**src/rtl/sync3_pkg.sv**
```systemverilog
// Shared types for the three-lane FIFO drain.
// Lane indices, row layout and lane-counter states.
package sync3_pkg;

  localparam int LANE_COUNT     = 3;
  localparam int DATA_WIDTH_DEF = 64;

  typedef logic [1:0] lane_t;

  typedef logic [LANE_COUNT*DATA_WIDTH_DEF-1:0] row_t;

  typedef enum logic [1:0] {
    LANE0 = 2'd0,
    LANE1 = 2'd1,
    LANE2 = 2'd2
  } lane_st_e;

endpackage

```
**src/rtl/sync_3_fifo_drain_row_buffer_2.sv**
```systemverilog
// Two-entry row store with occupancy and wrapping pointers.
// Lane 0 sits in the low word of each row.
module row_buffer_2
  import sync3_pkg::*;
#(
  parameter int W = DATA_WIDTH_DEF
) (
  input  logic                  clk,
  input  logic                  rst_n,
  input  logic                  push,
  input  logic [LANE_COUNT*W-1:0] push_data,
  input  logic                  pop,
  output logic [LANE_COUNT*W-1:0] head_data,
  output logic [1:0]            occ
);

  logic [LANE_COUNT*W-1:0] mem [2];
  logic                    head_ptr;
  logic                    tail_ptr;

  // storage and pointers; reset clears rows so idle payload reads 0
  always_ff @(posedge clk or negedge rst_n) begin
    if (!rst_n) begin
      mem[0]   <= '0;
      mem[1]   <= '0;
      head_ptr <= 1'b0;
      tail_ptr <= 1'b0;
    end else begin
      if (push) begin
        mem[tail_ptr] <= push_data;
        tail_ptr      <= ~tail_ptr;
      end
      if (pop) begin
        head_ptr <= ~head_ptr;
      end
    end
  end

  // occupancy; simultaneous push and pop leaves it unchanged
  always_ff @(posedge clk or negedge rst_n) begin
    if (!rst_n) begin
      occ <= 2'd0;
    end else begin
      unique case ({push, pop})
        2'b10:   occ <= occ + 2'd1;
        2'b01:   occ <= occ - 2'd1;
        default: occ <= occ;
      endcase
    end
  end

  assign head_data = mem[head_ptr];

endmodule

```
**src/rtl/sync_3_fifo_drain.sv**
```systemverilog
// Drains the three-lane result FIFO a row at a time
// and serializes each row as three tagged beats.
module sync_3_fifo_drain
  import sync3_pkg::*;
#(
  parameter int DATA_WIDTH  = DATA_WIDTH_DEF,
  parameter int COUNT_WIDTH = 32
) (
  input  logic                   clk,
  input  logic                   rst_n,
  input  logic                   fifo_empty_in,
  output logic                   fifo_read_en_out,
  input  logic [DATA_WIDTH-1:0]  fifo_data_0_in,
  input  logic [DATA_WIDTH-1:0]  fifo_data_1_in,
  input  logic [DATA_WIDTH-1:0]  fifo_data_2_in,
  output logic                   out_valid_out,
  input  logic                   out_ready_in,
  output logic [DATA_WIDTH-1:0]  out_data_out,
  output logic [1:0]             out_lane_out,
  output logic                   out_last_out,
  output logic [COUNT_WIDTH-1:0] row_count_out,
  output logic                   busy_out
);

  localparam int RW = LANE_COUNT * DATA_WIDTH;

  logic [1:0]    occ;
  logic          inflight;
  logic [RW-1:0] head_row;
  logic          pop_ok;
  logic          fire;
  logic          retire;
  lane_st_e      lane_q;
  lane_st_e      lane_d;

  row_buffer_2 #(
    .W (DATA_WIDTH)
  ) u_buf (
    .clk       (clk),
    .rst_n     (rst_n),
    .push      (inflight),
    .push_data ({fifo_data_2_in,
                 fifo_data_1_in,
                 fifo_data_0_in}),
    .pop       (retire),
    .head_data (head_row),
    .occ       (occ)
  );

  // registered occ only, so ready never reaches read_en
  assign pop_ok = ({1'b0, occ} + {2'b00, inflight}) < 3'd2;

  assign fifo_read_en_out = rst_n & ~fifo_empty_in & pop_ok;

  // a pop's data lands one cycle later
  always_ff @(posedge clk or negedge rst_n) begin
    if (!rst_n) inflight <= 1'b0;
    else        inflight <= fifo_read_en_out;
  end

  assign out_valid_out = (occ != 2'd0);
  assign fire          = out_valid_out & out_ready_in;
  assign retire        = fire & (lane_q == LANE2);

  // lane counter state register
  always_ff @(posedge clk or negedge rst_n) begin
    if (!rst_n) lane_q <= LANE0;
    else        lane_q <= lane_d;
  end

  // lane counter advances on each accepted beat
  always_comb begin
    lane_d = lane_q;
    if (fire) begin
      unique case (1'b1)
        lane_q == LANE0: lane_d = LANE1;
        lane_q == LANE1: lane_d = LANE2;
        default:         lane_d = LANE0;
      endcase
    end
  end

  // beat payload picks the head row word for the current lane
  always_comb begin
    out_data_out = head_row[DATA_WIDTH-1:0];
    unique case (1'b1)
      lane_q == LANE1:
        out_data_out = head_row[2*DATA_WIDTH-1:DATA_WIDTH];
      lane_q == LANE2:
        out_data_out = head_row[RW-1:2*DATA_WIDTH];
      default:
        out_data_out = head_row[DATA_WIDTH-1:0];
    endcase
  end

  assign out_lane_out = lane_t'(lane_q);
  assign out_last_out = (lane_q == LANE2);

  // completed rows, wrapping naturally
  always_ff @(posedge clk or negedge rst_n) begin
    if (!rst_n)      row_count_out <= '0;
    else if (retire) row_count_out <= row_count_out + 1'b1;
  end

  assign busy_out = (occ != 2'd0) | inflight;

endmodule

```
**config.mk**
```make
export PLATFORM = sky130hd
export DESIGN_NAME = sync_3_fifo_drain
export DESIGN_NICKNAME = d
export VERILOG_FILES = /design/src/rtl/sync3_pkg.sv /design/src/rtl/sync_3_fifo_drain_row_buffer_2.sv /design/src/rtl/sync_3_fifo_drain.sv
export SDC_FILE = /design/constraint.sdc
export NUM_CORES = 1
export LEC_CHECK = 0
export ABC_AREA = 1
export BUFFER_PORTS_ARGS = -buffer_cell sky130_fd_sc_hd__buf_2
export CORE_ASPECT_RATIO = 1.4
export CORE_MARGIN = 8
export CORE_UTILIZATION = 57
export CTS_CLUSTER_SIZE = 28
export DETAILED_ROUTE_END_ITERATION = 6
export PLACE_DENSITY = 0.79
export REMOVE_ABC_BUFFERS = 1
export SLEW_MARGIN = 5
export SYNTH_ARGS = -nofsm -noshare
export SYNTH_HDL_FRONTEND = slang
export SYNTH_HIERARCHICAL = 1
export SYNTH_SLANG_ARGS = --single-unit
```
**constraint.sdc**
```tcl
create_clock -name clk -period 3.4 [get_ports clk]
set_clock_uncertainty 0.05 [all_clocks]
set_input_delay 0.51 -clock clk [delete_from_list [all_inputs] [get_ports clk]]
set_output_delay 0.51 -clock clk [all_outputs]
set_load 0.005 [all_outputs]
```
==> results.py <==
metrics = {
    "sta": {
        "grt_setup_unrepaired": "no",
        "timing.slew.headroom": 0.466,
        "setup_violations": 0,
        "tns_ns": 0,
        "worst_hold_slack_ns": 0.111,
        "max_slew.worst_pin.slew_ns": 0.801,
        "hold_viol_final": 0,
        "post-route-period-util": 0.925,
        "drv_slew": 0,
        "setup_ws_ns": 0.255,
        "timing.fmax_mhz": 318,
        "post-route-min-period_ns": 3.15,
    },
    "grt": {
        "antenna_found_initial": 5,
        "grt_usage": 0.235,
        "grt_pass1_vias": 17220,
        "grt_overflow": 0,
        "grt_max_degree": 142,
        "grt_pass1_wl_mm": 83.8,
    },
    "floorplanning": {
        "start_util": 0.575,
        "coreArea_um2": 36600,
        "die_height_um": 243,
        "die_x_um": 178,
        "io_pins": 298,
        "dieArea_um2": 43400,
        "placementRows": 83,
    },
    "worst_setup_path": {
        "cp.arrival_ns": 2.59,
        "setup.worst_path.class": "register to output pin",
        "critPathMaxFanout": 54,
        "start_kind": "register",
        "cp_data_required_time_ns": 2.84,
        "cp-end-kind": "output pin",
    },
    "clock_tree": {
        "htree_levels": 2,
        "cts.sinks": 423,
        "cts_tree": "done",
        "cts_resized": 0,
        "post-cts-setup-buffers": 0,
        "cts_max_path_buffers": 3,
        "clk_pin_slew_ns": 0.06,
        "clock_latency_ns": 0.53,
        "cts_root_buffer": "clkbuf_16",
        "numCtsBuffers": 43,
    },
    "pwr": {
        "total_leakage_power_nw": 12.7,
        "power_mw": 23.1,
        "cellPowerDensity_nw_per_um2": 961,
        "ir_drop_uv": 545,
    },
    "route": {
        "wl_mm": 52.2,
        "dr_wl_met3_mm": 2.89,
        "viasPerCell": 5.27,
        "dr.pass1.iters": 7,
        "post-route-drc-count": 1,
        "met1_length_mm": 20.5,
        "ant_nets": 0,
        "wl_per_cell_um": 15.7,
        "drtIter0Drc": 1412,
        "wl_met2_mm": 26.8,
        "dr.max_layer_used": "met4",
        "vias": 17565,
    },
    "logic_synthesis": {
        "netlist_area_um2": 21000,
        "yosys_warnings": 6,
        "synthTopCellsByArea": "dfrtp_1, nand2_1, o21ai_0, inv_1, o21ai_2",
        "synth.avg_cell_area_um2": 8.03,
        "synthCells": 2619,
        "synth-edff-count": 0,
        "ys_ff_latch": 423,
        "seq_area_frac_synth": 0.504,
        "netlist.area_leader.share": 0.504,
        "ys_types": 34,
        "async_reset_ff_frac": 1.00,
        "yosysTopAreaCell": "dfrtp_1",
        "ys.flop_type": "dfrtp_1",
    },
    "cells_and_area": {
        "ff_latch_area_um2": 10600,
        "final_cells": 3336,
        "nets": 3034,
        "final_util": 0.657,
        "area_delta_synth_final_pct": 14.2,
        "fin_area_um2": 24000,
        "n_fill_cell": 3053,
        "multi_input_area_um2": 7920,
        "drive_gt1_frac": 0.203,
    },
    "run_status": {
        "status": "finished with violations",
        "violations": "DRC",
    },
    "placed_design": {
        "dp_hpwl_mm": 35.3,
        "postPlaceCellArea_um2": 22600,
        "portBuffers": 297,
        "place_ws_ns": 0.846,
        "dp.cells": 3253,
        "gp_congestion": 0.916,
    },
    "run": {
        "maxCapViolCount": 0,
    },
    "hold_path": {
        "worstHoldPathType": "input pin to register",
    },
}
==> cells in the final DEF (no fill, tap or decap), types with 4 or more instances in the layout <==
| cell | synthesis | layout |
|---|---|---|
| nand2_1 | 785 | 784 |
| buf_4 | 0 | 9 |
| inv_2 | 5 | 5 |
| clkbuf_8 | 0 | 7 |
| clkinv_2 | 0 | 6 |
| nand4_1 | 7 | 7 |
| xnor2_1 | 10 | 10 |
| dfrtp_1 | 423 | 422 |
| clkbuf_1 | 71 | 17 |
| nand2_2 | 4 | 4 |
| xor2_1 | 8 | 8 |
| a31oi_1 | 64 | 64 |
| nand3_1 | 20 | 20 |
| o21ai_2 | 160 | 160 |
| o21ai_0 | 390 | 390 |
| buf_12 | 0 | 18 |
| clkbuf_16 | 0 | 45 |
| nor2_4 | 6 | 6 |
| nor2_1 | 89 | 89 |
| nor2_2 | 4 | 4 |
| buf_2 | 35 | 296 |
| nand2_4 | 3 | 4 |
| inv_1 | 429 | 429 |
| o21ai_1 | 31 | 31 |
| diode_2 | 0 | 5 |
==> cells by family (layout without fill, tap and decap cells) <==
| logic type | count (synthesis) | count (layout) | share of synthesized area |
|---|---|---|---|
| adder cells (fa/ha/maj) | 6 | 6 | 0.00357 |
| other | 0 | 5 | 0 |
| XOR/XNOR | 19 | 19 | 0.00827 |
| AO/OA/AOI/OAI | 649 | 649 | 0.187 |
| flip-flops | 423 | 423 | 0.504 |
| buffers and inverters | 591 | 836 | 0.122 |
| AND/OR/NAND/NOR | 931 | 931 | 0.176 |
==> state kept, by name (all words and copies together) (netlist names) <==
register and cells:
out_lane_out 2, row_count_out 32, u_buf/occ 2, u_buf/head_ptr 1, inflight 1, u_buf/tail_ptr 1
u_buf/mem 384
==> power by group <==
group,internal (mW),switching [mW]
Combinational,3.92,5.92
Sequential,7.37,1.36
Clock,2.59,1.91
==> final cells by class <==
class	instances	share of cell area
Multi-Input combinational cell	1605	0.330
Timing Repair Buffer	325	0.0806
Clock inverter	8	0.00193
Tap cell	467	0.0243
Clock buffer	69	0.0536
Sequential cell	423	0.441
Antenna cell	5	0.000521
Inverter	434	0.0679
==> cell usage after synthesis (4+ instances only) <==
library cell  instances
inv_2                 5
nand2_1             785
clkbuf_1             71
inv_1               429
nand3_1              20
xor2_1                8
nor2_4                6
nor2_2                4
dfrtp_1             423
nand2_2               4
buf_6                40
o21ai_0             390
o21ai_1              31
buf_1                11
ha_1                  6
xnor2_1              10
nand4_1               7
buf_2                35
nor2_1               89
a31oi_1              64
o21ai_2             160
==> worst paths after layout <==
path	startpoint	slack (ns)	depth (start not counted)	endpoint
hold / removal	fifo_empty_in	0.11	2	inflight$_DFF_PN0_
setup reg to reg	out_lane_out[0]$_DFFE_PN0P_	1.11	7	row_count_out[26]$_DFFE_PN0P_
min in group asynchronous	rst_n	0.44	2	u_buf/mem[137]$_DFFE_PN0P_
hold reg to reg	u_buf/mem[286]$_DFFE_PN0P_	0.43	2	u_buf/mem[286]$_DFFE_PN0P_
max in group asynchronous	rst_n	1.68	3	u_buf/mem[234]$_DFFE_PN0P_
setup / recovery	u_buf/head_ptr$_DFFE_PN0P_	0.25	6	out_data_out[53]
==> what timing repair did <==
action                                  in CTS  in global routing
endpoints found under the setup margin       0                  0
hold buffers                                 1                  0
hold endpoints to repair                    51                  0
==> critical path, stage by stage (launching register included) <==
cell and delay, ns:
dfrtp_4 0.77, buf_4 0.50, nand2_1 0.16, o21ai_0 0.12, nor2_1 0.07, a31oi_1 0.22
buf_2 0.16
==> layer usage <==
layer	GRT usage	vias up
li1	-	8555
met1	0.283	8343
met2	0.407	545
met3	0.0359	122
met4	0.109	0
met5	0	-
No activity file was read; power rests on OpenSTA's default activity.
